## src/rtl/elevator_floor_display.sv

```systemverilog
// Floor-position display: synchronises and debounces one-hot cabin sensors, classifies the cabin
// position, tracks floor/direction/error history and drives one active-low 7-segment digit.
module elevator_floor_display #(
  parameter int N_FLOORS        = 4,
  parameter int DEBOUNCE_CYCLES = 4
) (
  input  logic                CLOCK_50,
  input  logic                reset,
  input  logic [N_FLOORS-1:0] floor_sense,
  output logic [6:0]          HEX0,
  output logic [3:0]          current_floor,
  output logic                at_floor,
  output logic                error,
  output logic [1:0]          dir,
  output logic [7:0]          error_count
);

  typedef enum logic [1:0] {
    ST_INIT     = 2'd0,
    ST_AT_FLOOR = 2'd1,
    ST_BETWEEN  = 2'd2,
    ST_ERROR    = 2'd3
  } state_t;

  localparam logic [7:0] DEB_MAX  = 8'(DEBOUNCE_CYCLES);
  localparam logic [1:0] DIR_IDLE = 2'b00;
  localparam logic [1:0] DIR_UP   = 2'b01;
  localparam logic [1:0] DIR_DOWN = 2'b10;
  localparam logic [6:0] SEG_DASH = 7'b0111111;
  localparam logic [6:0] SEG_H    = 7'b0001001;
  localparam logic [6:0] SEG_E    = 7'b0000110;

  logic [N_FLOORS-1:0] s1, s2, stable;
  logic [1:0]          sync_valid;
  logic [7:0]          deb_cnt;
  logic                accept;

  state_t     state, state_next;
  logic [3:0] last_floor, last_floor_next;
  logic [1:0] dir_q, dir_next;
  logic [7:0] ecnt_q, ecnt_next;

  logic [3:0] pop;
  logic [3:0] floor_idx;

  // sync_valid marks when s2 holds a real post-reset sample, so the first
  // acceptance after reset takes the full synchroniser plus debounce latency.
  always_ff @(posedge CLOCK_50) begin
    if (reset) begin
      s1         <= '0;
      s2         <= '0;
      sync_valid <= 2'b00;
    end else begin
      s1         <= floor_sense;
      s2         <= s1;
      sync_valid <= {sync_valid[0], 1'b1};
    end
  end

  // A count of zero means no sample has been taken since reset.
  always_ff @(posedge CLOCK_50) begin
    if (reset) begin
      deb_cnt <= 8'd0;
      stable  <= '0;
    end else if (sync_valid[1]) begin
      if (deb_cnt == 8'd0 || s2 != stable) begin
        deb_cnt <= 8'd1;
        stable  <= s2;
      end else if (deb_cnt != DEB_MAX) begin
        deb_cnt <= deb_cnt + 8'd1;
      end
    end
  end

  assign accept = (deb_cnt == DEB_MAX);

  always_comb begin
    pop       = 4'd0;
    floor_idx = 4'd0;
    for (int i = 0; i < N_FLOORS; i++) begin
      if (stable[i]) begin
        pop       = pop + 4'd1;
        floor_idx = 4'(i);
      end
    end
  end

  always_ff @(posedge CLOCK_50) begin
    if (reset) begin
      state      <= ST_INIT;
      last_floor <= 4'd0;
      dir_q      <= DIR_IDLE;
      ecnt_q     <= 8'd0;
    end else begin
      state      <= state_next;
      last_floor <= last_floor_next;
      dir_q      <= dir_next;
      ecnt_q     <= ecnt_next;
    end
  end

  always_comb begin
    state_next      = state;
    last_floor_next = last_floor;
    dir_next        = dir_q;
    ecnt_next       = ecnt_q;
    if (accept) begin
      if (pop == 4'd0) begin
        state_next = ST_BETWEEN;
      end else if (pop == 4'd1) begin
        state_next      = ST_AT_FLOOR;
        last_floor_next = floor_idx;
        // Re-acceptance of the same floor while parked must not clear dir.
        if (state != ST_INIT && !(state == ST_AT_FLOOR && floor_idx == last_floor)) begin
          if (floor_idx > last_floor)      dir_next = DIR_UP;
          else if (floor_idx < last_floor) dir_next = DIR_DOWN;
          else                             dir_next = DIR_IDLE;
        end
      end else begin
        state_next = ST_ERROR;
        if (state != ST_ERROR && ecnt_q != 8'hFF) ecnt_next = ecnt_q + 8'd1;
      end
    end
  end

  function automatic logic [6:0] digit_seg(input logic [3:0] d);
    case (d)
      4'd0:    digit_seg = 7'b1000000;
      4'd1:    digit_seg = 7'b1111001;
      4'd2:    digit_seg = 7'b0100100;
      4'd3:    digit_seg = 7'b0110000;
      4'd4:    digit_seg = 7'b0011001;
      4'd5:    digit_seg = 7'b0010010;
      4'd6:    digit_seg = 7'b0000010;
      4'd7:    digit_seg = 7'b1111000;
      4'd8:    digit_seg = 7'b0000000;
      4'd9:    digit_seg = 7'b0010000;
      default: digit_seg = SEG_DASH;
    endcase
  endfunction

  // Output stage lags the state register by one edge.
  always_ff @(posedge CLOCK_50) begin
    if (reset) begin
      HEX0          <= SEG_DASH;
      current_floor <= 4'd0;
      at_floor      <= 1'b0;
      error         <= 1'b0;
      dir           <= DIR_IDLE;
      error_count   <= 8'd0;
    end else begin
      case (state)
        ST_AT_FLOOR: HEX0 <= digit_seg(last_floor);
        ST_BETWEEN:  HEX0 <= SEG_H;
        ST_ERROR:    HEX0 <= SEG_E;
        default:     HEX0 <= SEG_DASH;
      endcase
      current_floor <= last_floor;
      at_floor      <= (state == ST_AT_FLOOR);
      error         <= (state == ST_ERROR);
      dir           <= dir_q;
      error_count   <= ecnt_q;
    end
  end

endmodule

```

## config.mk

```make
export PLATFORM = sky130hd
export DESIGN_NAME = elevator_floor_display
export DESIGN_NICKNAME = d
export VERILOG_FILES = /design/src/rtl/elevator_floor_display.sv
export SDC_FILE = /design/constraint.sdc
export NUM_CORES = 1
export LEC_CHECK = 0
export ABC_AREA = 0
export CAP_MARGIN = 20
export CORE_MARGIN = 2
export CORE_UTILIZATION = 55
export DETAILED_ROUTE_END_ITERATION = 10
export PLACE_DENSITY = 0.87
export SYNTH_ARGS = -nofsm -noshare
export SYNTH_HDL_FRONTEND = slang
export SYNTH_SLANG_ARGS = --single-unit
```

## constraint.sdc

```tcl
create_clock -name CLOCK_50 -period 3.3 [get_ports CLOCK_50]
set_input_delay 0.495 -clock CLOCK_50 [delete_from_list [all_inputs] [get_ports CLOCK_50]]
set_output_delay 0.495 -clock CLOCK_50 [all_outputs]
set_load 0.01 [all_outputs]
```

==> summary.md, run 1 <==
| Metric | Value |
|---|---|
| Final instance area | 0.003040 mm2 |
| Status | finished clean |
| Post-layout net count | roughly 310 |
| Crit path cell chain | inv_1, ha_1, xor2_1, ha_1, nand2_1, xor2_1, nor2_1, nor4_1, mux2_2 |
| DRT iter0 DRCs | 113 |
| Register bit count reported by yosys | 61 |
| Count of final setup violators | 0 |
| Skew-Pair Late Insertion Delay | 340 ps |
| Setup WS pre-CTS | 422.4 ps |
| RePlAce Congestion | between 0.8 and 0.9 |
| Syn_area_per_cell | 9.489 um2 |
| Synth Cell Area | 0.002534 mm2 |
| Via count | 1,908 |
| Worst hold path stage count | 1 |
| Number of global-route vias before repair | 1,679 |
| CP required | 3530 ps |
| Clock Skews | approximately 7.3 ps |
| Area growth from synthesis to layout | 20.00% |
| Top FF cell, synth | dfxtp_1 |
| Crit path kind | flip-flop to flip-flop |
| Worst hold path class | flip-flop to flip-flop |
| First-pass GRT wire length | between 7 and 8 mm |
| Post-route minimum period | 2954 ps |
| DRT Wirelength | 4.649 mm |
| Hold_buf cts | 0 |
| CTS buffer count | 9 |
| Area after DPL | around 0.0028 mm2 |
| N_diodes | 0 |
| Slew @ Worst Pin | 665.3 ps |
| Commonest cells after routing, fill and taps aside | dfxtp_1 (61), nor2_1 (28), clkdlybuf4s50_1 (26) |
| Worst VDD drop | ~0.33 mV |
| RR Endpoint | ecnt_q[7] |
| RSZ-0062 raised after global routing | false |
| First drt pass iteration count | 4 |
| Top cell type's share of synthesized area | approximately half |
| Reg2Reg Depth | 9 |
| Clock buffer depth | 2 |
| Final hold vios | 0 |
| Min-delay src | sync_valid[0] |
| Setup slack, reg-to-reg | 350 ps |
| CTS resizes | 0 |
| Post-Route Setup TNS | 0 ps |
| Critical path's top delay family | XOR/XNOR gates |
| Sequential area share after synthesis | 48.20% |
| Initial antenna violation count | 0 |
| Post-route ant nets | 0 |
| PortBufs | 26 |
| Crit-path max FO | 6 |
| Detailed-route DRC error count | 0 |
| IO Pins | 29 |
| Cells after Synth | 267 |
| FMAX | 338.5 MHz |
| Slew Viols, Final | 0 |
| Crit share post-route | 89.52% |
| Layout cells sized above 1 | 11.15% |
| Worst Setup Slack, final | between 300 and 400 ps |
| Rel. slew slack | 55.24% |
| Die Height | ~70 um |
| Post-CTS Setup Inserts | 0 |
| CTS H-tree lvls | 3 |
| Synth area leaders | dfxtp_1 (48%), nor2b_1 (5.7%), nor2_1 (4.1%), ha_1 (4.0%), mux2_2 (3.6%) |
| Worst-path clk slew | 70 ps |
| Critical path's slowest cell | xor2_1 |
| FF-to-FF Start | stable[1] |
| Most common cell after layout, fill and taps aside | dfxtp_1 |
| CTS tree | yes |
| PwrDens | around 520 mW/mm2 |
| Detail Placement HPWL | between 3 and 4 mm |
| Die ar. | 0.005165 mm2 |
| Yosys cell types | 48 |
| Gr ovfl total | 0 |
| Initial core utilization | 57.79% |
| CTS root buffer | clkbuf_8 |
| Global-route usage over all layers | 20.11% |
| Largest net degree at the start of global routing | 28 |
| Static Leak | 0.001166 uW |
| Critical path capture point type | flip-flop |
| CP startpoint kind | flip-flop |
| Row cnt | 24 |
| Crit path DAT | 3180 ps |
| CP bufs+invs | 1 |
| Post-synth top area cell | dfxtp_1 |
| Core Region | between 0.004 and 0.005 mm2 |
| Average via count per standard cell | 5.483 |
| WL/cell | 13.36 um |
| CP peak stage delay | approximately 480 ps |
| Yosys warns | 0 |
| Die Wd | between 70 and 80 um |
| Max cap viols | 0 |
| Worst hold endpoint | sync_valid[1] |
| # clock sinks | 61 |
| Ys async rst share | 0% |
| EDFF count, synth | 0 |
## cell families after synthesis
family / count (synthesis) / share of synthesized area, %
flip-flops: 61 / 48.20
adder cells (fa/ha/maj): 8 / 3.951
XOR/XNOR: 11 / 3.803
AO/OA/AOI/OAI: 31 / 8.296
AND/OR/NAND/NOR: 112 / 24.79
other: 1 / 0.1480
multiplexers: 13 / 5.531
buffers and inverters: 30 / 5.284
## per-layer routing
layer  track usage (%)  wire [um]
met2             28.09       2023
met5                 0          0
met3             7.314        280
met4             10.48         68
met1             27.18       2276
## Yosys cell counts, types with 4 or more instances
cell type,instances
ha_1,8
o21ai_0,7
a21oi_1,6
dfxtp_1,61
inv_1,14
nor4_1,6
nand3_1,4
clkbuf_1,9
nand2_1,14
nor3_1,7
nor2_1,28
mux2_2,8
nand2b_1,4
nor2b_1,23
xnor2_1,8
a211oi_1,4
nand4_1,6
mux2i_1,5
## per-stage QoR
step                cells  hold WS (ps)  power [uW]  util (%)
floorplan             268         405.7       806.3         -
global placement      332         417.3       819.1     63.78
detailed placement    332         420.4       820.7     63.78
CTS                   348         435.1        1601     69.35
global route          348         456.2        1641     69.35
finish                348         434.7        1586     69.35
## registers in the layout, indices dropped and copies added (netlist names), 4 cells and up, named ones only
signal       count
deb_cnt          8
ecnt_q           8
error_count      8
HEX0             6
s1               4
s2               4
stable           4
## report_power, final
part	internal (uW)	leakage, uW	switching [uW]
Combinational	22.4	0.000546	33.4
Sequential	744	0.000494	6.29
Clock	506	0.000126	274
Total	1270	0.00117	314
## worst reg2reg max path, delay by kind of cell (launching register included)
family	cells	cell delay, ps
XOR/XNOR	2	730
adder cells (fa/ha/maj)	2	580
buffers and inverters	1	80
flip-flops	1	450
multiplexers	1	370
AND/OR/NAND/NOR	3	640
## worst max-delay path by stage
stage / from / endpoint / slack, ps / depth (start not counted)
2_1_floorplan: stable[1] / flip-flop / 690 / 10
3_3_place_gp: stable[1] / ecnt_q[4] / 550 / 9
3_5_place_dp: stable[1] / ecnt_q[3] / 420 / 9
4_1_cts: stable[1] / ecnt_q[3] / 380 / 9
5_1_grt: stable[1] / ecnt_q[7] / 120 / 9
6_report: stable[1] / ecnt_q[7] / 350 / 9
## final cells by class
type | instances | area (um2)
Clock buffer | 13 | 178.9
Clock inverter | 3 | 65.06
Fill cell | 347 | 1344
Inverter | 14 | 52.55
Multi-Input combinational cell | 177 | 1182
Sequential cell | 61 | 1221
Tap cell | 52 | 65.06
Timing Repair Buffer | 28 | 275.3
Note: power is estimated with default switching activity, not from simulation.
==> run 2: changes to the inputs <==
--- a/config.mk
+++ b/config.mk
@@ -8,9 +8,10 @@
 export ABC_AREA = 0
 export CAP_MARGIN = 20
 export CORE_MARGIN = 2
-export CORE_UTILIZATION = 55
+export CORE_UTILIZATION = 40
 export DETAILED_ROUTE_END_ITERATION = 10
-export PLACE_DENSITY = 0.87
+export GPL_TIMING_DRIVEN = 0
+export PLACE_DENSITY = 0.58
 export SYNTH_ARGS = -nofsm -noshare
 export SYNTH_HDL_FRONTEND = slang
 export SYNTH_SLANG_ARGS = --single-unit
==> summary.md, run 2 (synthesis results as in run 1) <==
| Metric | Value |
|---|---|
| Status | finished clean |
| Post-layout net count | 319 (+4.6%) |
| Worst hold path stage count | 1 (unchanged) |
| PwrDens | 479.6 mW/mm2 (-8.1%) |
| Number of global-route vias before repair | 1,798 (+7.1%) |
| DRT Wirelength | 4.655 mm (+0.13%) |
| Util after Layout | 51.47% (-18 points) |
| # clock sinks | 61 (unchanged) |
| Skew-Pair Late Insertion Delay | 340 ps (about the same) |
| Post-route ant nets | 0 (unchanged) |
| Post-Route Setup TNS | 0 ps (unchanged) |
| DRT iter0 DRCs | 78 (-31%) |
| Critical path capture point type | flip-flop |
| Clock buffer depth | 2 (unchanged) |
| Detailed-route DRC error count | 0 (unchanged) |
| Hold Worst Slack | 427.3 ps (-7.481 ps) |
| Clock Skews | 7.515 ps (+0.2317 ps) |
| Detail Placement HPWL | 3.351 mm (+11%) |
| Average via count per standard cell | 4.826 (-12%) |
| Initial core utilization | 42.05% (-16 points) |
| CTS resizes | 0 (unchanged) |
| Area growth from synthesis to layout | 22.42% |
| Crit path DAT | 3260 ps (+80 ps) |
| Reg power frac | 50.3% (+3.0 points) |
| RSZ-0062 raised after global routing | false |
| Switching Fraction | 21.08% (+1.3 points) |
| Most common cell after layout, fill and taps aside | dfxtp_1 |
| Initial antenna violation count | 0 (unchanged) |
| Setup slack, reg-to-reg | 270 ps (-80 ps) |
| N_diodes | 0 (unchanged) |
| CTS root buffer | clkbuf_8 |
| IO Pins | 29 (unchanged) |
| Comb pwr share | 4.0% (+0.5 points) |
| PortBufs | 26 (unchanged) |
| Clk pwr share | 45.6% (-3.6 points) |
| Max cap viols | 0 (unchanged) |
| Largest net degree at the start of global routing | 11 (-61%) |
| CTS buffer count | 9 (unchanged) |
| Slew @ Worst Pin | 728.7 ps (+63.47 ps) |
| P_sw | 313.6 uW (about the same) |
| CTS tree | yes |
| WL/cell | 12.09 um (-9.5%) |
| Commonest cells after routing, fill and taps aside | dfxtp_1 (61), nor2_1 (28), clkdlybuf4s50_1 (26) |
| Biggest regs | deb_cnt x8, ecnt_q x8, error_count x8 |
| CP startpoint kind | flip-flop |
| Count of final setup violators | 0 (unchanged) |
| Die ar. | 0.006986 mm2 (+35%) |
| Crit-path max FO | 6 (unchanged) |
| Post-CTS Setup Inserts | 0 (unchanged) |
| Final hold vios | 0 (unchanged) |
| Crit share post-route | 91.83% (+2.3 points) |
| Internal power | 1174 uW (-7.8%) |
| Core Region | 0.006026 mm2 (+37%) |
| Worst hold path class | flip-flop to flip-flop |
| Die Wd | 83.59 um (+16%) |
| Gr ovfl total | 0 (unchanged) |
| Global-route usage over all layers | 15.07% (-5.0 points) |
| FMAX | 330.0 MHz (-2.5%) |
| Crit path kind | flip-flop to flip-flop |
| Post-route minimum period | 3031 ps (+76.35 ps) |
| Reg2Reg Depth | 9 (unchanged) |
| First drt pass iteration count | 4 (unchanged) |
| CTS H-tree lvls | 3 (unchanged) |
| Worst-path clk slew | 70 ps (about the same) |
| Rel. slew slack | 50.97% (-4.3 points) |
| First-pass GRT wire length | 8.342 mm (+6.1%) |
| Slew Viols, Final | 0 (unchanged) |
| Via count | 1,858 (-2.6%) |
| RePlAce Congestion | 0.7760 (-9.0%) |
| Row cnt | 28 (+17%) |
| Hold_buf cts | 0 (unchanged) |
| Static Leak | 0.001187 uW (+1.8%) |
| Layout cells sized above 1 | 11.94% (+0.79 points) |
| Die Height | 83.59 um (+16%) |
| CP required | 3530 ps (about the same) |
| Worst VDD drop | 0.3425 mV (+2.4%) |
run 2: cell count changes in the layout (fill, tap and decap cells not counted), sizes merged:
cell    before  now
buf          2    7
bufinv       2    1
clkbuf      13   21
clkinv       1    3
run 2: critical path, stage by stage (launching register included):
cell and delay, ps:
dfxtp_1 460, inv_1 80, ha_1 380, xor2_1 250, ha_1 190, nand2_1 60
xor2_1 510, nor2_1 220, nor4_1 400, mux2_2 370
run 2: metal layers:
| layer | global-route usage [%] | vias to the layer above | wire length [um] |
|---|---|---|---|
| li1 | - | 980 | - |
| met1 | 19.29 | 841 | 2292 |
| met2 | 22.33 | 30 | 2057 |
| met3 | 6.330 | 7 | 233 |
| met4 | 6.158 | 0 | 71 |
| met5 | 0 | - | 0 |
run 2: final cells by class:
class / instances / area [um2]
fillers: 579 / 2924
well taps: 75 / 93.84
clock inverters: 4 / 45.04
repair buffers: 26 / 260.3
plain buffers: 16 / 81.33
flip-flops and latches: 61 / 1221
inverters: 14 / 52.55
multi-input cells: 177 / 1182
clock buffers: 12 / 165.2
run 2: power by group through the flow:
stage	clock network (uW)	logic (uW)	registers, uW
after detailed placement	0	60.6	765
after global routing	737	69.2	749
final	679	59.8	749
after CTS	701	60.9	749
after floorplan	0	42.2	764
after global placement	0	60.4	765
run 2: path summary, 6_finish.rpt:
path / start / to
worst min register to register: flip-flop / HEX0[6]
worst max-delay path: stable[1] / ecnt_q[7]
worst min-delay path: flip-flop / HEX0[6]
worst max register to register: stable[1] / ecnt_q[7]
run 2: through the flow:
step | setup slack, ps | area, um2 | std cells | power (uW)
2_1_floorplan | 688.4 | 2537 | 268 | 806.3
3_3_place_gp | 317.8 | 2892 | 369 | 825.6
3_5_place_dp | 287.8 | 2892 | 369 | 826.0
4_1_cts | 259.3 | 3102 | 385 | 1511
5_1_grt | 60.35 | 3102 | 385 | 1555
6_report | 269.5 | 3102 | 385 | 1488
==> run 3: changes to the inputs <==
--- a/config.mk
+++ b/config.mk
@@ -5,7 +5,6 @@
 export SDC_FILE = /design/constraint.sdc
 export NUM_CORES = 1
 export LEC_CHECK = 0
-export ABC_AREA = 0
 export CAP_MARGIN = 20
 export CORE_MARGIN = 2
 export CORE_UTILIZATION = 40
==> results of run 3 <==
The final DEF is identical to that of run 2; final timing and power are the same.
